===== config.mk =====
export PLATFORM = sky130hd
export DESIGN_NAME = vga_timing_driver
export DESIGN_NICKNAME = d
export VERILOG_FILES = /design/src/rtl/vga_timing_driver.sv
export SDC_FILE = /design/constraint.sdc
export NUM_CORES = 1
export LEC_CHECK = 0
export ABC_CLOCK_PERIOD_IN_PS = 1910
export CORE_ASPECT_RATIO = 0.7
export CORE_MARGIN = 2
export CORE_UTILIZATION = 40
export DETAILED_ROUTE_END_ITERATION = 10
export GPL_ROUTABILITY_DRIVEN = 0
export GPL_TIMING_DRIVEN = 0
export PLACE_DENSITY = 0.71
export SLEW_MARGIN = 25
export SYNTH_ARGS = -nofsm -noshare
export SYNTH_HDL_FRONTEND = slang
export SYNTH_SLANG_ARGS = --single-unit

===== constraint.sdc =====
create_clock -name CLOCK_25 -period 1.91 [get_ports CLOCK_25]
set_input_delay 0.191 -clock CLOCK_25 [delete_from_list [all_inputs] [get_ports CLOCK_25]]
set_output_delay 0.191 -clock CLOCK_25 [all_outputs]
set_load 0.01 [all_outputs]

===== src/rtl/vga_timing_driver.sv =====
// vga_timing_driver: 640x480@60 VGA timing from the 25 MHz pixel clock, with blanked, registered color.
// Optional build macro VGA_TEST_PATTERN_EN replaces the color input with eight vertical color bars.
module vga_timing_driver #(
  parameter int   H_VISIBLE = 640,
  parameter int   H_FRONT   = 16,
  parameter int   H_SYNC    = 96,
  parameter int   H_BACK    = 48,
  parameter int   V_VISIBLE = 480,
  parameter int   V_FRONT   = 10,
  parameter int   V_SYNC    = 2,
  parameter int   V_BACK    = 33,
  parameter logic SYNC_POL  = 1'b0
) (
  input  logic        CLOCK_25,
  input  logic        RESET_N,
  output logic [11:0] x,
  output logic [11:0] y,
  input  logic [2:0]  color,
  output logic        VGA_R,
  output logic        VGA_G,
  output logic        VGA_B,
  output logic        HSYNC,
  output logic        VSYNC,
  output logic        active,
  output logic        frame_start
);

  localparam int H_TOTAL = H_VISIBLE + H_FRONT + H_SYNC + H_BACK;
  localparam int V_TOTAL = V_VISIBLE + V_FRONT + V_SYNC + V_BACK;

  localparam logic [11:0] H_LAST    = 12'(H_TOTAL - 1);
  localparam logic [11:0] H_VIS_END = 12'(H_VISIBLE);
  localparam logic [11:0] HS_START  = 12'(H_VISIBLE + H_FRONT);
  localparam logic [11:0] HS_END    = 12'(H_VISIBLE + H_FRONT + H_SYNC);
  localparam logic [11:0] V_LAST    = 12'(V_TOTAL - 1);
  localparam logic [11:0] V_VIS_END = 12'(V_VISIBLE);
  localparam logic [11:0] VS_START  = 12'(V_VISIBLE + V_FRONT);
  localparam logic [11:0] VS_END    = 12'(V_VISIBLE + V_FRONT + V_SYNC);

`ifdef VGA_TEST_PATTERN_EN
  localparam logic [11:0] BAR_W = 12'(H_VISIBLE / 8);

  function automatic logic [2:0] bar_index(input logic [11:0] h);
    logic [11:0] q;
    q = h / BAR_W;
    return q[2:0];
  endfunction
`endif

  logic [11:0] h_cnt_q, h_cnt_d;
  logic [11:0] v_cnt_q, v_cnt_d;
  logic        h_wrap;
  logic        vis, hs_raw, vs_raw;
  logic [2:0]  pix_src;
  logic [2:0]  rgb_q, rgb_d;
  logic        active_q, active_d;
  logic        hsync_q, hsync_d;
  logic        vsync_q, vsync_d;
  logic        frame_start_q, frame_start_d;

  // Stage 0: raster counters; x/y are their unregistered copies
  always_comb begin
    h_wrap  = (h_cnt_q == H_LAST);
    h_cnt_d = h_wrap ? 12'd0 : h_cnt_q + 12'd1;
    v_cnt_d = v_cnt_q;
    if (h_wrap) begin
      v_cnt_d = (v_cnt_q == V_LAST) ? 12'd0 : v_cnt_q + 12'd1;
    end
  end

  always_ff @(posedge CLOCK_25 or negedge RESET_N) begin
    if (!RESET_N) begin
      h_cnt_q <= 12'd0;
      v_cnt_q <= 12'd0;
    end else begin
      h_cnt_q <= h_cnt_d;
      v_cnt_q <= v_cnt_d;
    end
  end

  assign x = h_cnt_q;
  assign y = v_cnt_q;

  always_comb begin
    vis    = (h_cnt_q < H_VIS_END) && (v_cnt_q < V_VIS_END);
    hs_raw = (h_cnt_q >= HS_START) && (h_cnt_q < HS_END);
    vs_raw = (v_cnt_q >= VS_START) && (v_cnt_q < VS_END);
`ifdef VGA_TEST_PATTERN_EN
    pix_src = bar_index(h_cnt_q);
`else
    pix_src = color;
`endif
  end

  // Stage 1: everything derived from the same count is registered together so the pins stay aligned;
  // the explicit mux keeps an unknown color from leaking into blanking.
  always_comb begin
    rgb_d         = vis ? pix_src : 3'b000;
    active_d      = vis;
    hsync_d       = hs_raw ? SYNC_POL : ~SYNC_POL;
    vsync_d       = vs_raw ? SYNC_POL : ~SYNC_POL;
    frame_start_d = (h_cnt_q == 12'd0) && (v_cnt_q == 12'd0);
  end

  always_ff @(posedge CLOCK_25 or negedge RESET_N) begin
    if (!RESET_N) begin
      rgb_q         <= 3'b000;
      active_q      <= 1'b0;
      hsync_q       <= ~SYNC_POL;
      vsync_q       <= ~SYNC_POL;
      frame_start_q <= 1'b0;
    end else begin
      rgb_q         <= rgb_d;
      active_q      <= active_d;
      hsync_q       <= hsync_d;
      vsync_q       <= vsync_d;
      frame_start_q <= frame_start_d;
    end
  end

  assign VGA_R       = rgb_q[2];
  assign VGA_G       = rgb_q[1];
  assign VGA_B       = rgb_q[0];
  assign active      = active_q;
  assign HSYNC       = hsync_q;
  assign VSYNC       = vsync_q;
  assign frame_start = frame_start_q;

endmodule


Word-level counts from Yosys, hierarchy flattened

Index checks and enable logic that the tools add are counted.

$add $sub $neg: 2
Order comparisons: 6
Reductions and logical operators: 6
Multiplexer cells: 5
Equal/unequal tests: 2

Operators with widths:

| kind                                                                                  | count |
|---|---|
| 12-bit by 1-bit adder with 12-bit output, second input constant                       | 2 |
| 12-bit by 10-bit == test with 1-bit output, second input constant                     | 2 |
| 12-bit logical NOT                                                                    | 2 |
| 12-bit by 10-bit less-than comparator with 1-bit output, second input constant        | 2 |
| 12-bit by 9-bit less-than comparator with 1-bit output, second input constant         | 2 |
| 12-bit 2-to-1 mux                                                                     | 2 |
| 12-bit by 10-bit greater-or-equal comparator with 1-bit output, second input constant | 1 |
| 12-bit by 9-bit greater-or-equal comparator with 1-bit output, second input constant  | 1 |
| 1-bit logical AND                                                                     | 4 |
| 3-bit 2-to-1 mux                                                                      | 1 |
| 1-bit 2-to-1 mux                                                                      | 2 |

Word-level logic and storage cells: 28
Register bits after elaboration: 31
Input port bits: 5
Output and inout port bits: 31

Longest topological paths before layout

Word-level depth: 3
Mapped depth: 6
Gate-level depth less buffers: 6

Worst setup path before layout

Ideal clock, no wire load.

Kind: reg2reg
From: reg h_cnt_q[10], in the netlist x[10]
To: reg v_cnt_q[3], in the netlist y[3]
Buffers on the path: 1
Clock period less this slack: 2.013 ns
Library setup time: 0.076 ns
Stages on the path, launching flop included: 6
Arrival: 1.937 ns
Slack: -0.103 ns
Data required time: 1.834 ns
Cells stage by stage: dfrtp_1 > or4_4 > or4_1 > buf_2 > or3_1 > o21ai_1

Word-level cells in the longest chain between the ends: 1

Ends and longest elaborated chain:

| item                                       | RTL line | source |
|---|---|---|
| start: declaration                         | 50       | `logic [11:0] h_cnt_q, h_cnt_d;` |
| start signal: assignment                   | 76       | `h_cnt_q <= h_cnt_d;` |
| 12-bit by 10-bit == test with 1-bit output | 63       | `h_wrap = (h_cnt_q == H_LAST);` |
| end signal: assignment                     | 77       | `v_cnt_q <= v_cnt_d;` |
| end: declaration                           | 51       | `logic [11:0] v_cnt_q, v_cnt_d;` |

Every way passes these cells.
A chain may end at the register's enable or synchronous reset.

Worst setup path in the final report

From: reg h_cnt_q[5], in the netlist x[5]
To: reg v_cnt_q[11], in the netlist y[11]

Same word-level chain as after synthesis.

==> metrics.yaml <==
status: "finished with violations"
violations: "setup timing"
met3_usage_pct: 4.79
synthDistinctLibCells: 30
viasPerCell: 5.08
worst_setup_path_end_kind: "register"
relSlewSlack_pct: 55.1
nets: 206
dp.cells: 227
hpwlAfterDp_mm: 2.46
layout-drive-gt1-share_pct: 14.7
core_area_um2: 3510
drt_first_iter_violations: 72
synth.net_count: 151
grt_max_degree: 32
grt_pass1_wl_mm: 5.54
wl_mm: 3.56
setup_ws_ns: -0.0199
max_cap_viol_count: 0
place.port_buffers: 35
stdcell_count: 247
drc: 0
finClkSkew_ns: 0.00821
syn_inst: 142
slowest_stage: "or4_4"
tritoncts: "yes"
synth_top_cell_area_share_pct: 49.8
maxSlewViolCount: 0
r2r_slack_ns: -0.02
cts_root_buffer: "clkbuf_8"
share_comb_of_total_power_pct: 2.7
cts_buffer_depth: 2
clockPowerShare_pct: 40.0
grt.total_usage_pct: 17.8
reg2regPathDepth: 6
wl_per_cell_um: 14.4
max_freq_mhz: 518
power.internal_uw: 925
clk_pin_slew_worst_paths_ns: 0.06
start_util_pct: 41.5
vdd_drop_max_v: 0.000522
p_per_area_nw_per_um2: 557
final-hold-violation-count: 0
ant_nets: 0
firstDrtPassIters: 4
period_needed_ns: 1.93
clock_sinks: 31
reg2reg_from: "x[5]"
swShare_pct: 19.9
antenna_found_initial: 0
rr_endpoint: "y[11]"
htree_levels: 2
grt-busiest-layer: "met2"
cp_max_fo: 5
vias: 1254
cp.arrival_ns: 2.08
rsz0062_at_grt: "true"
antenna_cells: 0
yosysWarnings: 0
die_w_um: 76.1
crit_chain: "or4_4, buf_4, nor4_4, buf_4, nand4_1, xnor2_1"
met1_usage_pct: 22.5
worst_slew_pin_slew_ns: 0.674
startpoint_type: "register"
setup_tns_ns: -0.0422
clk_latency_ns: 0.28
ys_seq_area_share_pct: 53.4
crit_top_cell: "buf_4"
power_leakage_uw: 0.000886
cp.required_ns: 2.06
area_delta_synth_final_pct: 42.2
use_met2_pct: 30.1
synthesis.area_um2: 1460
p_seq_share_pct: 57.3
dp_slack_ns: -0.383
num_rows: 18
hold_path_class: "in -> async"
postSynthAreaPerCell_um2: 10.3
num_io_pins: 36
worst-setup-path-type: "reg -> reg"
yosysTopAreaCell: "dfrtp_1"
synthTopCellsByArea: "dfrtp_1 (50%), nand3_1 (6.5%), xnor2_1 (4.8%)"
max_stage_delay_ns: 0.54
die_area_um2: 4150
ys_ff_latch: 31
finalSetupViolCount: 3
power.switching_uw: 229
gr-total-overflow: 0
finalCritPeriodShare_pct: 101
cts_made_buffers: 5
die_h_um: 54.5
first_global_vias: 1181
metrics by stage:
stage	area, µm²	power (µW)	utilization (%)	hold WS (ns)
2_1_floorplan	1460	677	-	-0.105
3_3_place_gp	1870	704	53.3	0.517
3_5_place_dp	1870	703	53.1	0.273
4_1_cts	2070	1160	58.8	0.486
5_1_grt	2070	1200	58.9	0.503
6_report	2070	1150	58.9	0.484
per-layer routing:
| metal | part of all wire, % | vias to the layer above |
|---|---|---|
| met1 | 47 | 609 |
| met3 | 4.9 | 7 |
| met2 | 46 | 31 |
| li1 | - | 607 |
| met4 | 1.3 | 0 |
| met5 | 0 | - |
synthesized netlist by cell type:
master and count:
a21oi_1 4, and2_1 3, and3_1 3, and4_1 3, buf_2 1, clkbuf_1 1
dfrtp_1 29, dfstp_2 2, ha_1 4, inv_1 9, mux2i_1 1, nand2_1 8
nand3_1 19, nand4_1 4, nand4b_1 1, nor2_1 8, nor2b_1 1, nor3_1 7
nor3_2 1, nor4_1 3, nor4_2 1, nor4b_1 1, nor4bb_1 1, o21ai_0 1
o21ai_1 6, or3_1 4, or4_1 1, or4_4 1, xnor2_1 8, xor2_1 6
logic make-up after synthesis:
| group | count (synthesis) | synth area share (%) |
|---|---|---|
| multiplexers | 1 | 0.687 |
| flip-flops | 31 | 53.4 |
| adder cells (fa/ha/maj) | 4 | 3.44 |
| AND/OR/NAND/NOR | 70 | 27.3 |
| XOR/XNOR | 14 | 8.42 |
| AO/OA/AOI/OAI | 11 | 3.78 |
| buffers and inverters | 11 | 2.92 |
flip-flops by register name, summed over array words and instances (netlist names):
name and flops:
VSYNC 1, rgb_q 3, frame_start 1, y 12, x 12, HSYNC 1, active 1
worst max-delay path, delay by kind of cell, from the launching register on:
| kind | cells | cell delay (ns) |
|---|---|---|
| xor gates and xnor gates | 1 | 0.15 |
| buffers and inverters | 2 | 0.35 |
| and+or+nand+nor | 3 | 0.89 |
| DFF | 1 | 0.41 |
layout make-up:
| type | instances | area [µm²] |
|---|---|---|
| Fill cell | 312 | 1440 |
| Sequential cell | 31 | 781 |
| Multi-Input combinational cell | 100 | 651 |
| Timing Repair Buffer | 49 | 453 |
| Clock buffer | 7 | 76.3 |
| Tap cell | 50 | 62.6 |
| Inverter | 9 | 33.8 |
| Buffer | 1 | 13.8 |
worst max path at each step:
stage	start	to	slack, ns	depth (start not counted)
after global routing	x[5]	y[11]	-0.09	6
after detailed placement	x[0]	y[1]	-0.38	6
final	x[5]	y[11]	-0.02	6
after global placement	x[0]	y[4]	-0.25	6
after CTS	x[11]	y[9]	-0.06	5
after floorplan	x[11]	y[3]	-0.1	5
power by group through the flow:
stage                     clock, µW  sequential [µW]  combinational, µW
after floorplan                   0              675               2.02
after global placement            0              673               31.1
after detailed placement          0              673               30.4
after CTS                       470              661               32.2
after global routing            502              661               35.2
final                           462              661               30.6
what timing repair did:
item	CTS	global route
resized for setup	9	0
endpoints found under the setup margin	17	11
pin swaps	1	4
buffers inserted	11	2
hold endpoints to repair	29	0
hold buffers	1	0
cell usage in the layout, fill, tap and decap left out, types with 2 or more instances in the layout:
cell type        instances
dfstp_2                  2
clkdlybuf4s50_1         34
a21oi_1                  4
inv_1                    9
buf_4                   13
xor2_1                   6
clkbuf_8                 6
nor4_1                   3
and3_1                   3
or3_1                    4
ha_1                     3
and2_1                   3
and4_1                   3
dfrtp_1                 27
or4_4                    2
nand2_1                  8
nand3_1                 19
xnor2_1                  8
o21ai_1                  6
clkbuf_1                 2
nor3_1                   7
nor2_1                   8
dfrtp_2                  2
nand4_1                  4
(Power assumes the default switching activity.)
